--- src/rtl/ldo_power_sequencer_if.sv ---
// Request/status bundle between LDO sequencer and its config/regulator side.
// Latency: none, wires only.
// Backpressure: none; requests are levels, status is continuously driven.
interface ldo_power_sequencer_if #(
  parameter int N_LDO = 3
);
  logic [N_LDO-1:0] req_i;
  logic [N_LDO-1:0] pgood_i;
  logic [N_LDO-1:0] fault_clr_i;
  logic [N_LDO-1:0] en_o;
  logic [N_LDO-1:0] settled_o;
  logic [N_LDO-1:0] fault_o;
  logic             busy_o;
  logic             irq_o;

  // Requesting side: config bits, regulator comparators, fault clears.
  modport master (
    output req_i, pgood_i, fault_clr_i,
    input  en_o, settled_o, fault_o, busy_o, irq_o
  );

  // Sequencer side.
  modport slave (
    input  req_i, pgood_i, fault_clr_i,
    output en_o, settled_o, fault_o, busy_o, irq_o
  );
endinterface

--- src/rtl/ldo_power_sequencer.sv ---
// One-at-a-time LDO enable sequencer: power-down before power-up, power-good wait, brown-out fault.
// Latency: pgood 2-cycle sync; enable changes 1 cycle after IDLE decision; settle >= STAGGER_CYC cycles.
// Backpressure: none; requests are levels, ignored while a channel is waiting, then serialized by index.
module ldo_power_sequencer #(
  parameter int N_LDO       = 3,
  parameter int STAGGER_CYC = 1000,
  parameter int PG_TIMEOUT  = 50000,
  parameter int CNT_W       = 16
) (
  input logic                 wb_clk_i,
  input logic                 wb_rst_i,
  ldo_power_sequencer_if.slave bus
);

  localparam int IDX_W = (N_LDO > 1) ? $clog2(N_LDO) : 1;
  localparam logic [CNT_W-1:0] STAG_LAST = CNT_W'(STAGGER_CYC - 1);
  localparam logic [CNT_W-1:0] PG_LAST   = CNT_W'(PG_TIMEOUT - 1);

  typedef enum logic [1:0] {IDLE, PG_WAIT, OFF_WAIT} state_t;

  state_t           state_q, state_d;
  logic [IDX_W-1:0] k_q, k_d;
  logic [CNT_W-1:0] cnt_q, cnt_d;

  logic [N_LDO-1:0] pg_meta, pg_s;
  logic [N_LDO-1:0] en_q, en_d;
  logic [N_LDO-1:0] settled_q, settled_d;
  logic [N_LDO-1:0] fault_q, fault_d;
  logic [N_LDO-1:0] fault_set;
  logic [N_LDO-1:0] brownout;
  logic             irq_q, irq_d;

  logic [N_LDO-1:0] off_set, on_set;
  logic [IDX_W-1:0] off_idx, on_idx;
  logic             pg_abort, pg_done, pg_tmo, off_done;

  // Two-flop synchronizer for the asynchronous comparator outputs.
  always_ff @(posedge wb_clk_i or posedge wb_rst_i) begin
    if (wb_rst_i) begin
      pg_meta <= '0;
      pg_s    <= '0;
    end else begin
      pg_meta <= bus.pgood_i;
      pg_s    <= pg_meta;
    end
  end

  // Channels waiting to go down and channels eligible to come up.
  assign off_set  = en_q & ~bus.req_i;
  assign on_set   = bus.req_i & ~en_q & ~fault_q;
  assign brownout = settled_q & ~pg_s;

  // Power-down picks the highest index, power-up the lowest.
  always_comb begin
    off_idx = '0;
    on_idx  = '0;
    for (int i = 0; i < N_LDO; i++) begin
      if (off_set[i]) off_idx = IDX_W'(i);
    end
    for (int i = N_LDO - 1; i >= 0; i--) begin
      if (on_set[i]) on_idx = IDX_W'(i);
    end
  end

  // Decoded wait-state outcomes shared by next-state and output logic.
  assign pg_abort = (state_q == PG_WAIT) && !bus.req_i[k_q];
  assign pg_done  = (state_q == PG_WAIT) && bus.req_i[k_q] && pg_s[k_q] && (cnt_q >= STAG_LAST);
  assign pg_tmo   = (state_q == PG_WAIT) && bus.req_i[k_q] && !(pg_s[k_q] && (cnt_q >= STAG_LAST))
                    && (cnt_q == PG_LAST);
  assign off_done = (state_q == OFF_WAIT) && (cnt_q == STAG_LAST);

  // FSM state, active channel and spacing counter.
  always_ff @(posedge wb_clk_i or posedge wb_rst_i) begin
    if (wb_rst_i) begin
      state_q <= IDLE;
      k_q     <= '0;
      cnt_q   <= '0;
    end else begin
      state_q <= state_d;
      k_q     <= k_d;
      cnt_q   <= cnt_d;
    end
  end

  // Next-state: IDLE arbitrates, wait states count until an exit condition.
  always_comb begin
    state_d = state_q;
    k_d     = k_q;
    cnt_d   = cnt_q;
    case (state_q)
      IDLE: begin
        if (|off_set) begin
          state_d = OFF_WAIT;
          k_d     = off_idx;
          cnt_d   = '0;
        end else if (|on_set) begin
          state_d = PG_WAIT;
          k_d     = on_idx;
          cnt_d   = '0;
        end
      end
      PG_WAIT: begin
        if (pg_abort) begin
          state_d = OFF_WAIT;
          cnt_d   = '0;
        end else if (pg_done || pg_tmo) begin
          state_d = IDLE;
          cnt_d   = '0;
        end else begin
          cnt_d = cnt_q + CNT_W'(1);
        end
      end
      OFF_WAIT: begin
        if (off_done) begin
          state_d = IDLE;
          cnt_d   = '0;
        end else begin
          cnt_d = cnt_q + CNT_W'(1);
        end
      end
      default: begin
        state_d = IDLE;
        cnt_d   = '0;
      end
    endcase
  end

  // Output next values: sequencing step, then brown-out overrides, then sticky faults.
  always_comb begin
    en_d      = en_q;
    settled_d = settled_q;
    fault_set = '0;
    case (state_q)
      IDLE: begin
        if (|off_set) begin
          en_d[off_idx]      = 1'b0;
          settled_d[off_idx] = 1'b0;
        end else if (|on_set) begin
          en_d[on_idx] = 1'b1;
        end
      end
      PG_WAIT: begin
        if (pg_abort) begin
          en_d[k_q] = 1'b0;
        end else if (pg_done) begin
          settled_d[k_q] = 1'b1;
        end else if (pg_tmo) begin
          en_d[k_q]      = 1'b0;
          fault_set[k_q] = 1'b1;
        end
      end
      default: ;
    endcase
    // A settled channel losing power-good is shut off regardless of FSM state.
    en_d      = en_d & ~brownout;
    settled_d = settled_d & ~brownout;
    fault_set = fault_set | brownout;
    // A new fault wins over a clear arriving in the same cycle.
    fault_d   = (fault_q & ~bus.fault_clr_i) | fault_set;
    irq_d     = |fault_set;
  end

  // Registered outputs; reset drops every enable immediately.
  always_ff @(posedge wb_clk_i or posedge wb_rst_i) begin
    if (wb_rst_i) begin
      en_q      <= '0;
      settled_q <= '0;
      fault_q   <= '0;
      irq_q     <= 1'b0;
    end else begin
      en_q      <= en_d;
      settled_q <= settled_d;
      fault_q   <= fault_d;
      irq_q     <= irq_d;
    end
  end

  assign bus.en_o      = en_q;
  assign bus.settled_o = settled_q;
  assign bus.fault_o   = fault_q;
  assign bus.irq_o     = irq_q;
  assign bus.busy_o    = (state_q != IDLE);

endmodule

--- src/flat_wrapper.sv ---
// flat-port wrapper written by rule: the top's interface ports become plain ports
module ldo_power_sequencer_flat 
#(
  parameter int N_LDO       = 3,
  parameter int STAGGER_CYC = 1000,
  parameter int PG_TIMEOUT  = 50000,
  parameter int CNT_W       = 16
)
  (wb_clk_i, wb_rst_i, bus_req_i, bus_pgood_i, bus_fault_clr_i, bus_en_o, bus_settled_o, bus_fault_o, bus_busy_o, bus_irq_o);
  ldo_power_sequencer_if #(.N_LDO(N_LDO)) bus_i ();
  input logic wb_clk_i;
  input logic wb_rst_i;
  input wire logic [$bits(bus_i.req_i)-1:0] bus_req_i;
  input wire logic [$bits(bus_i.pgood_i)-1:0] bus_pgood_i;
  input wire logic [$bits(bus_i.fault_clr_i)-1:0] bus_fault_clr_i;
  output wire logic [$bits(bus_i.en_o)-1:0] bus_en_o;
  output wire logic [$bits(bus_i.settled_o)-1:0] bus_settled_o;
  output wire logic [$bits(bus_i.fault_o)-1:0] bus_fault_o;
  output wire logic [$bits(bus_i.busy_o)-1:0] bus_busy_o;
  output wire logic [$bits(bus_i.irq_o)-1:0] bus_irq_o;
  assign bus_i.req_i = bus_req_i;
  assign bus_i.pgood_i = bus_pgood_i;
  assign bus_i.fault_clr_i = bus_fault_clr_i;
  assign bus_en_o = bus_i.en_o;
  assign bus_settled_o = bus_i.settled_o;
  assign bus_fault_o = bus_i.fault_o;
  assign bus_busy_o = bus_i.busy_o;
  assign bus_irq_o = bus_i.irq_o;
  ldo_power_sequencer #(.N_LDO(N_LDO), .STAGGER_CYC(STAGGER_CYC), .PG_TIMEOUT(PG_TIMEOUT), .CNT_W(CNT_W)) u_core (.wb_clk_i(wb_clk_i), .wb_rst_i(wb_rst_i), .bus(bus_i));
endmodule
--- config.mk ---
export PLATFORM = sky130hd
export DESIGN_NAME = ldo_power_sequencer_flat
export DESIGN_NICKNAME = d
export VERILOG_FILES = /design/src/rtl/ldo_power_sequencer_if.sv /design/src/rtl/ldo_power_sequencer.sv /design/src/flat_wrapper.sv
export SDC_FILE = /design/constraint.sdc
export NUM_CORES = 1
export LEC_CHECK = 0
export ABC_CLOCK_PERIOD_IN_PS = 2200
export CAP_MARGIN = 20
export CORE_MARGIN = 5
export CORE_UTILIZATION = 45
export DETAILED_ROUTE_END_ITERATION = 8
export MAX_ROUTING_LAYER = met4
export PLACE_DENSITY_LB_ADDON = 0.08
export RECOVER_POWER = 25
export SYNTH_ARGS = -nofsm -noshare
export SYNTH_HDL_FRONTEND = slang
export SYNTH_SLANG_ARGS = --single-unit
--- constraint.sdc ---
create_clock -name wb_clk_i -period 2.2 [get_ports wb_clk_i]
set_input_delay 0.44 -clock wb_clk_i [delete_from_list [all_inputs] [get_ports wb_clk_i]]
set_output_delay 0.44 -clock wb_clk_i [all_outputs]
set_load 0.01 [all_outputs]
==> results of run 1 <==
[layout make-up]
| class | count | area, µm² | share of cell area (%) |
|---|---|---|---|
| inverters | 15 | 56.3 | 2.02 |
| flip-flops and latches | 36 | 901 | 32.3 |
| clock buffers | 5 | 68.8 | 2.47 |
| well taps | 52 | 65.1 | 2.34 |
| clock inverters | 3 | 42.5 | 1.53 |
| multi-input cells | 175 | 1160 | 41.6 |
| repair buffers | 57 | 492 | 17.7 |
[through the flow]
stage                     setup WS [ns]  hold slack, ns  cell area [µm²]  TNS [ns]
after global placement           -0.194           0.333             2570     -2.22
after detailed placement         -0.236           0.338             2570     -2.67
after global routing            -0.0532           0.364             2790    -0.209
after floorplan                 0.00291           0.331             2070         0
final                            0.0217           0.343             2790         0
after CTS                      0.000490           0.355             2750         0
[metal layers]
metal  vias to the layer above  share of wire, %  GRT usage, %
li1                        968                 -             -
met4                         0               1.0          4.64
met1                       959                52          28.2
met2                        46                43          26.0
met5                         -                 0             -
met3                         5               4.1          3.82
[worst max-delay path, delay by kind of cell (launching register included)]
| kind | cells | cell delay [ns] |
|---|---|---|
| AOI/OAI and AO/OA | 3 | 0.38 |
| buffers and inverters | 1 | 0.15 |
| DFF | 1 | 0.38 |
| and+or+nand+nor | 3 | 1.15 |
[how the worst max path moves through the flow]
| stage | slack (ns) | endpoint | depth (start not counted) | start |
|---|---|---|---|---|
| CTS | 0.0005 | u_core.state_q[1] | 8 | u_core.cnt_q[12] |
| detailed placement | -0.24 | u_core.cnt_q[15] | 7 | bus_req_i[0] |
| finish | 0.02 | u_core.cnt_q[9] | 7 | u_core.cnt_q[11] |
| global placement | -0.19 | u_core.cnt_q[15] | 7 | bus_req_i[0] |
| floorplan | 0.003 | u_core.cnt_q[9] | 7 | u_core.cnt_q[12] |
| global route | -0.05 | u_core.cnt_q[8] | 7 | u_core.cnt_q[11] |
[cell families (layout without fill, tap and decap cells)]
group | after synthesis | count (layout) | share of synthesized area (%)
AO/OA/AOI/OAI | 64 | 64 | 20.5
adder cells (fa/ha/maj) | 4 | 4 | 2.42
buffers and inverters | 23 | 80 | 4.60
flip-flops | 36 | 36 | 43.6
multiplexers | 5 | 5 | 2.60
AND/OR/NAND/NOR | 102 | 102 | 26.3
[flip-flops by register name, summed over array words and instances, names as in the netlist]
name / cells
u_core.bus.irq_o: 1
u_core.pg_s: 3
u_core.bus.en_o: 3
u_core.state_q: 2
u_core.k_q: 2
u_core.pg_meta: 3
u_core.cnt_q: 16
u_core.bus.fault_o: 3
u_core.bus.settled_o: 3
[placed cells by master (no fill, tap or decap), drive strengths merged, types with 3 or more instances in the layout]
cell type	Yosys	final
a21oi	12	12
a31oi	8	8
a32oi	4	4
and2	8	8
buf	2	35
clkbuf	6	6
clkdlybuf4s50	0	16
dfrtp	36	36
dlygate4sd3	0	4
ha	4	4
inv	15	15
mux2	3	3
nand2	28	28
nand2b	5	5
nand3	14	14
nand3b	4	4
nand4	4	4
nor2	11	11
nor2b	5	5
nor3	5	5
o21ai	15	15
o22ai	3	3
o31ai	9	9
or4	4	4
[power breakdown]
| part | internal, mW | total (mW) | leakage (nW) | switching (mW) |
|---|---|---|---|---|
| Combinational | 0.0258 | 0.0517 | 0.701 | 0.0259 |
| Clock | 0.335 | 0.586 | 0.0541 | 0.251 |
| Sequential | 0.667 | 0.669 | 0.464 | 0.00221 |
[timing repair]
item                                    in CTS  in global routing
endpoints found under the setup margin      20                 15
pin swaps                                    5                  9
gates resized for setup                     10                 10
==> impl_metrics.json, run 1 <==
{
  "final.min_clock_period_ns": 2.18,
  "fin_cells": 343,
  "core.rowCount": 24,
  "slew_violations": 0,
  "synthesis.nets": 249,
  "skew_ns": 0.00961,
  "synth-seq-cells": 36,
  "dp_cells": 335,
  "yosysTopAreaCellShare_pct": 43.6,
  "regToRegEndpoint": "u_core.cnt_q[9]",
  "post_cts_buffers": 0,
  "yosysWarnings": 0,
  "dieArea_um2": 6050,
  "total_power_mw": 1.31,
  "drt-pass1-iter-count": 4,
  "timing.final.crit_share_pct": 99.0,
  "seq_area_frac_synth_pct": 43.6,
  "drive_gt1_share_pct": 21.6,
  "tightest_slew_ns": 0.886,
  "die_h_um": 77.8,
  "fmax_ghz": 0.459,
  "cts_sinks": 36,
  "gp_congestion": 0.859,
  "cts_tree": "yes",
  "yosys-top-cells-area": "dfrtp_1 (44%), nand2_1 (5.1%), nand3_1 (3.4%)",
  "cp.arrival_ns": 2.35,
  "ant_nets": 0,
  "syn_to_final_growth_pct": 34.7,
  "min_delay_path_depth": 0,
  "clk_pin_slew_ns": 0.08,
  "port_buffers": 21,
  "hold_end": "u_core.pg_s[1]",
  "maxCapViolations": 0,
  "die_w_um": 77.8,
  "start_kind": "flop",
  "slew_headroom_pct": 40.9,
  "antenna_found_initial": 0,
  "worstHoldStart": "u_core.pg_meta[1]",
  "power_density_nw_per_um2": 469,
  "hpwl_um": 3800,
  "p_leak_nw": 1.22,
  "cts_inserted_buffers": 5,
  "root_buffer": "clkbuf_8",
  "r2r-start": "u_core.cnt_q[11]",
  "finalHoldViolations": 0,
  "yosysMostFrequentCell": "dfrtp_1",
  "crit_fanout": 8,
  "ctsHoldBuffers": 0,
  "postSynthCellCount": 234,
  "synth_top_cells_by_count": "dfrtp_1 (36), nand2_1 (28), inv_1 (15)",
  "r2r_cells": 7,
  "path_cells": "or4_4, or4_4, nand4_1, o22ai_4, buf_6, a31oi_1, o31ai_1",
  "crit_slowest_cell": "or4_4",
  "synth_area_leader_cell": "dfrtp_1",
  "boundaryPins": 22,
  "crit_type": "reg -> reg",
  "cts.path.max_buffers": 2,
  "ys.flop_type": "dfrtp_1",
  "max_stage_delay_ns": 0.57,
  "grt_max_degree": 37,
  "grt_pass1_wl_um": 9060,
  "viasPerCell": 5.77,
  "final_core_util_pct": 63.1,
  "grtUsageTotal_pct": 18.9,
  "fill_cells": 396,
  "num_antenna_cells": 0,
  "cpMostUsedCell": "or4_4",
  "global_route.overflow_total": 0,
  "drt_iter0_drc": 109,
  "reg2reg_slack_ns": 0.02,
  "core_area_um2": 4410,
  "status": "finished clean",
  "avgRoutedWirePerCell_um": 15.3,
  "routed_wl_um": 5260,
  "end_kind": "flop",
  "nets": 305,
  "vdd_drop_max_v": 0.000420,
  "rsz0062_at_grt": "yes",
  "hp-class": "reg -> reg",
  "ys_types": 46,
  "async_flop_share_pct": 100,
  "initial_core_util_pct": 46.8,
  "clk_latency_ns": 0.29,
  "setup_violations": 0,
  "grt_pass1_vias": 1856,
  "vias": 1978,
  "crit_required_ns": 2.37,
  "htree_levels": 2,
  "syn-mean-instance-area_um2": 8.83,
  "drcViolationCount": 0,
  "synth_edf_count": 0,
  "synth.cell_area_um2": 2070
}
No activity file was read; power rests on OpenSTA's default activity.
==> run 2, diff against run 1 <==
--- a/config.mk
+++ b/config.mk
@@ -13,6 +13,8 @@
 export MAX_ROUTING_LAYER = met4
 export PLACE_DENSITY_LB_ADDON = 0.08
 export RECOVER_POWER = 25
+export SETUP_SLACK_MARGIN = 0.05
+export SLEW_MARGIN = 15
 export SYNTH_ARGS = -nofsm -noshare
 export SYNTH_HDL_FRONTEND = slang
 export SYNTH_SLANG_ARGS = --single-unit
==> run 2 against run 1 <==
Against the previous run: non-clock buffer count grew 4; flip-flop and latch count is the same; sequential share of layout area is 0.44 points lower; total power decreased by 5.6%; setup slack better by 0.011 ns; clock-buffer cell count up 2; register-to-register slack about the same.
==> impl_metrics.json, run 2 (synthesized netlist as in run 1, its figures left out) <==
{
  "status": "finished clean",
  "die_w_um": 77.8,
  "grt_util_met2_pct": 24.8,
  "crit_slowest_cell": "or4_4",
  "core.rowCount": 24,
  "ctsHoldBuffers": 0,
  "hpwl_um": 3820,
  "final.min_clock_period_ns": 2.17,
  "p_leak_nw": 1.25,
  "avgRoutedWirePerCell_um": 14.8,
  "reg2reg_slack_ns": 0.03,
  "drcViolationCount": 0,
  "grt_use_met3_pct": 4.05,
  "finalHoldViolations": 0,
  "crit_buf_inv": 1,
  "initial_core_util_pct": 46.8,
  "cts_tree": "yes",
  "tightest_slew_ns": 0.910,
  "grt_max_degree": 37,
  "routed_wl_um": 5120,
  "dieArea_um2": 6050,
  "most-common-layout-cells": "dfrtp_1 (36), buf_4 (35), nand2_1 (28)",
  "clk_latency_ns": 0.29,
  "end_kind": "flop",
  "rsz0062_at_grt": "yes",
  "placed_cell_area_um2": 2620,
  "slew_headroom_pct": 39.3,
  "die_h_um": 77.8,
  "design_area_um2": 2820,
  "fmax_ghz": 0.461,
  "cp.arrival_ns": 2.33,
  "setup_violations": 0,
  "num_antenna_cells": 0,
  "ant_nets": 0,
  "drive_gt1_share_pct": 23.1,
  "cts_inserted_buffers": 5,
  "combPwrFrac_pct": 4.5,
  "root_buffer": "clkbuf_8",
  "final_core_util_pct": 64.0,
  "post_cts_buffers": 0,
  "port_buffers": 21,
  "htree_levels": 2,
  "max_stage_delay_ns": 0.55,
  "grt_pass1_wl_um": 8640,
  "vdd_drop_max_v": 0.000282,
  "critPathTopFamily": "simple AND/OR/NAND/NOR gates",
  "regToRegEndpoint": "u_core.cnt_q[9]",
  "r2r-start": "u_core.cnt_q[13]",
  "netSwitchingPower_mw": 0.259,
  "nets": 309,
  "setup_tns_ns": 0,
  "hp-class": "reg -> reg",
  "vias": 1978,
  "swShare_pct": 21.0,
  "crit_path_end": "u_core.cnt_q[9]",
  "path_depth": 7,
  "power.internal_mw": 0.975,
  "top_register": "u_core.cnt_q",
  "largest_reg_flops": 16,
  "clk_pin_slew_ns": 0.07,
  "r2r_cells": 7,
  "grt_pass1_vias": 1816,
  "crit_required_ns": 2.37,
  "path_cells": "or4_4, or4_4, nand4_1, o22ai_4, buf_6, a31oi_2, o31ai_1",
  "slew_violations": 0,
  "global_route.peak_usage_layer": "met1",
  "maxCapViolations": 0,
  "p_clk_share_pct": 41.2,
  "global_route.overflow_total": 0,
  "seqPwrFrac_pct": 54.2,
  "start_kind": "flop",
  "syn_to_final_growth_pct": 36.6,
  "power_density_nw_per_um2": 437,
  "viasPerCell": 5.72,
  "total_power_mw": 1.23,
  "boundaryPins": 22,
  "timing.final.crit_share_pct": 98.5,
  "grt_use_met1_pct": 26.6,
  "core_area_um2": 4410,
  "crit_start": "u_core.cnt_q[13]",
  "crit_fanout": 5,
  "drt_iter0_drc": 156,
  "grtUsageTotal_pct": 18.0,
  "antenna_found_initial": 0,
  "cts_sinks": 36,
  "cpMostUsedCell": "or4_4",
  "crit_type": "reg -> reg",
  "cts.path.max_buffers": 2,
  "min_delay_path_depth": 0,
  "skew_ns": 0.00964,
  "drt-pass1-iter-count": 4,
  "final_common_cell": "dfrtp_1",
  "gp_congestion": 0.865
}
-- run 2: cell types whose count changed in the layout (fill, tap and decap cells not counted), moves of 2 or more --
cell / delta
nor4_4: -2
buf_4: +3
nor4_2: +2
dlymetal6s2s_1: +2
a31oi_1: -3
clkdlybuf4s50_1: -2
clkbuf_8: +2
a31oi_4: +2
-- run 2: per-layer routing --
metal	share of wire [%]	up-vias
met3	6.1	5
met2	41	57
met1	51	938
met5	0	-
li1	-	978
met4	1.0	0
-- run 2: how the worst min path moves through the flow --
stage | endpoint | slack [ns] | start
finish | u_core.pg_s[1] | 0.35 | u_core.pg_meta[1]
global route | u_core.pg_s[2] | 0.37 | u_core.pg_meta[2]
CTS | u_core.pg_s[2] | 0.36 | u_core.pg_meta[2]
detailed placement | u_core.pg_s[0] | 0.34 | u_core.pg_meta[0]
global placement | u_core.pg_s[2] | 0.33 | u_core.pg_meta[2]
floorplan | u_core.pg_s[0] | 0.33 | u_core.pg_meta[0]
-- run 2: layout make-up --
class                           count  area, µm²
Fill cell                         397       1590
Multi-Input combinational cell    175       1170
Sequential cell                    36        901
Timing Repair Buffer               61        533
Clock buffer                        7       96.3
Tap cell                           52       65.1
Inverter                           15       56.3
-- run 2: stage by stage --
stage	setup WS (ns)	std cells	hold slack, ns
finish	0.0328	346	0.352
global route	-0.0653	346	0.369
CTS	0.0350	346	0.355
detailed placement	-0.246	338	0.338
global placement	-0.202	338	0.334
floorplan	0.114	234	0.331
-- run 2: power by group through the flow --
| stage | registers [mW] | clock network, mW | logic (mW) |
|---|---|---|---|
| global placement | 0.682 | 0 | 0.0583 |
| finish | 0.669 | 0.509 | 0.0557 |
| CTS | 0.669 | 0.522 | 0.0598 |
| floorplan | 0.681 | 0 | 0.0216 |
| global route | 0.670 | 0.554 | 0.0617 |
| detailed placement | 0.682 | 0 | 0.0591 |
-- run 2: what timing repair did --
action                                  4_1_cts  5_1_grt
resized for setup                            13        7
endpoints found under the setup margin       11       19
cloned                                        1        0
pin swaps                                    10        6
==> run 3, diff against run 2 <==
--- a/config.mk
+++ b/config.mk
@@ -7,6 +7,7 @@
 export LEC_CHECK = 0
 export ABC_CLOCK_PERIOD_IN_PS = 2200
 export CAP_MARGIN = 20
+export CORE_ASPECT_RATIO = 0.6
 export CORE_MARGIN = 5
 export CORE_UTILIZATION = 45
 export DETAILED_ROUTE_END_ITERATION = 8
==> run 3 against run 2 <==
Against the previous run: the flow now finishes with violations (negative setup slack); flip-flop and latch count did not move; total power rose by 6.2%; die area rose by 0.73%; clock-buffer cell count fell by 2; final cell count rose by 4.9%; sequential share of layout area fell by 1.0 points.
==> impl_metrics.json, run 3 (synthesized netlist as in run 1, its figures left out) <==
{
  "status": "finished, violations left",
  "violations": "negative setup slack",
  "grt_max_degree": 37,
  "hp-class": "reg -> reg",
  "power_density_nw_per_um2": 447,
  "grtUsageTotal_pct": 20.8,
  "dp_cells": 349,
  "largest_reg_flops": 16,
  "syn_to_final_growth_pct": 41.8,
  "start_kind": "flop",
  "drcViolationCount": 0,
  "reg2reg_slack_ns": -0.009,
  "grt_pass1_wl_um": 9890,
  "grt_pass1_vias": 1833,
  "r2r-start": "u_core.cnt_q[13]",
  "vdd_drop_max_v": 0.000330,
  "cts_sinks": 36,
  "slew_headroom_pct": 38.2,
  "cts.path.max_buffers": 2,
  "routed_wl_um": 5960,
  "ctsHoldBuffers": 0,
  "core_area_um2": 4520,
  "drt_iter0_drc": 159,
  "whs_ns": 0.351,
  "setup_violations": 1,
  "most-common-layout-cells": "buf_4 (40), dfrtp_1 (33), nand2_1 (28)",
  "regToRegEndpoint": "u_core.cnt_q[13]",
  "skew_ns": 0.00579,
  "regArea_um2": 905,
  "fmax_ghz": 0.453,
  "fill_cells": 391,
  "top_register": "u_core.cnt_q",
  "final.min_clock_period_ns": 2.21,
  "crit_type": "reg -> reg",
  "p_leak_nw": 1.27,
  "timing.final.crit_share_pct": 100,
  "dieArea_um2": 6090,
  "initial_core_util_pct": 45.8,
  "final_core_util_pct": 64.9,
  "cp.arrival_ns": 2.35,
  "root_buffer": "clkbuf_8",
  "drive_gt1_share_pct": 26.0,
  "final_common_cell": "buf_4",
  "num_antenna_cells": 0,
  "die_w_um": 97.5,
  "hpwl_um": 4310,
  "wl_met2_um": 2240,
  "ant_nets": 0,
  "tightest_slew_ns": 0.926,
  "routedLengthMet1_um": 3160,
  "nets": 314,
  "maxCapViolations": 0,
  "port_buffers": 21,
  "antenna_found_initial": 0,
  "fin_cells": 363,
  "avgRoutedWirePerCell_um": 16.4,
  "clk_latency_ns": 0.29,
  "met3_wirelength_um": 526,
  "global_route.overflow_total": 0,
  "htree_levels": 2,
  "cts_inserted_buffers": 5,
  "rsz0062_at_grt": "yes",
  "highest-signal-layer": "met4",
  "crit_fanout": 15,
  "fin_ws_ns": -0.00931,
  "clk_pin_slew_ns": 0.08,
  "slew_violations": 0,
  "end_kind": "flop",
  "crit_start": "u_core.cnt_q[13]",
  "core.rowCount": 19,
  "multi_input_area_um2": 1210,
  "crit_required_ns": 2.34,
  "gp_congestion": 0.877,
  "r2r_cells": 7,
  "finalHoldViolations": 0,
  "boundaryPins": 22,
  "cts_tree": "yes",
  "crit_path_end": "u_core.cnt_q[13]",
  "viasPerCell": 5.54,
  "die_h_um": 62.5,
  "vias": 2010,
  "drt-pass1-iter-count": 4
}
-- run 3: changes by cell type in the layout (fill, tap and decap cells not counted), moves of 2 or more --
cell	change
dfrtp_2	+3
clkbuf_8	-2
nor4_4	+2
buf_4	+5
dfrtp_1	-3
nor4_2	-2
-- run 3: worst min-delay path by stage --
stage | startpoint | end | slack, ns | depth (start not counted)
2_1_floorplan | u_core.pg_meta[0] | u_core.pg_s[0] | 0.33 | 0
3_3_place_gp | u_core.pg_meta[1] | u_core.pg_s[1] | 0.33 | 0
3_5_place_dp | u_core.pg_meta[1] | u_core.pg_s[1] | 0.34 | 0
4_1_cts | u_core.pg_meta[1] | u_core.pg_s[1] | 0.35 | 0
5_1_grt | u_core.pg_meta[1] | u_core.pg_s[1] | 0.37 | 0
6_report | u_core.pg_meta[1] | u_core.pg_s[1] | 0.35 | 0
-- run 3: what timing repair did --
action                     in CTS  in global routing
pin swaps                       3                  9
gates resized for setup        13                 18
setup buffers                   1                  5
setup endpoints to repair      15                 22
-- run 3: through the flow --
step                      worst slack (ns)  area [µm²]  power (mW)  setup TNS, ns
final                             -0.00931        2930        1.31       -0.00931
after global routing               -0.0642        2930        1.37         -0.421
after detailed placement            -0.240        2620       0.740          -2.52
after floorplan                      0.114        2070       0.703              0
after CTS                           0.0160        2820        1.33              0
after global placement              -0.291        2620       0.740          -2.26
-- run 3: cell type report --
| cell class | instances | share of cell area (%) |
|---|---|---|
| Tap cell | 63 | 2.69 |
| Sequential cell | 36 | 30.9 |
| Timing Repair Buffer | 66 | 19.5 |
| Clock inverter | 3 | 1.45 |
| Inverter | 15 | 1.92 |
| Multi-Input combinational cell | 175 | 41.2 |
| Clock buffer | 5 | 2.35 |
-- run 3: where the power goes --
part	total [mW]	switching [mW]	internal (mW)
combinational	0.0558	0.0279	0.0278
clock	0.586	0.251	0.335
sequential	0.669	0.00235	0.667
total	1.31	0.281	1.03
-- run 3: critical path, stage by stage, from the launching register on --
cell and delay (ns):
dfrtp_1 0.39, or4_4 0.57, or4_1 0.44, nand4_1 0.15, o22ai_4 0.10, buf_8 0.17
a21oi_1 0.13, o22ai_1 0.13
-- run 3: per-layer routing --
layer	global-route usage, %	vias to the layer above
li1	-	982
met5	-	-
met3	6.47	4
met2	25.3	64
met1	32.9	960
met4	3.63	0
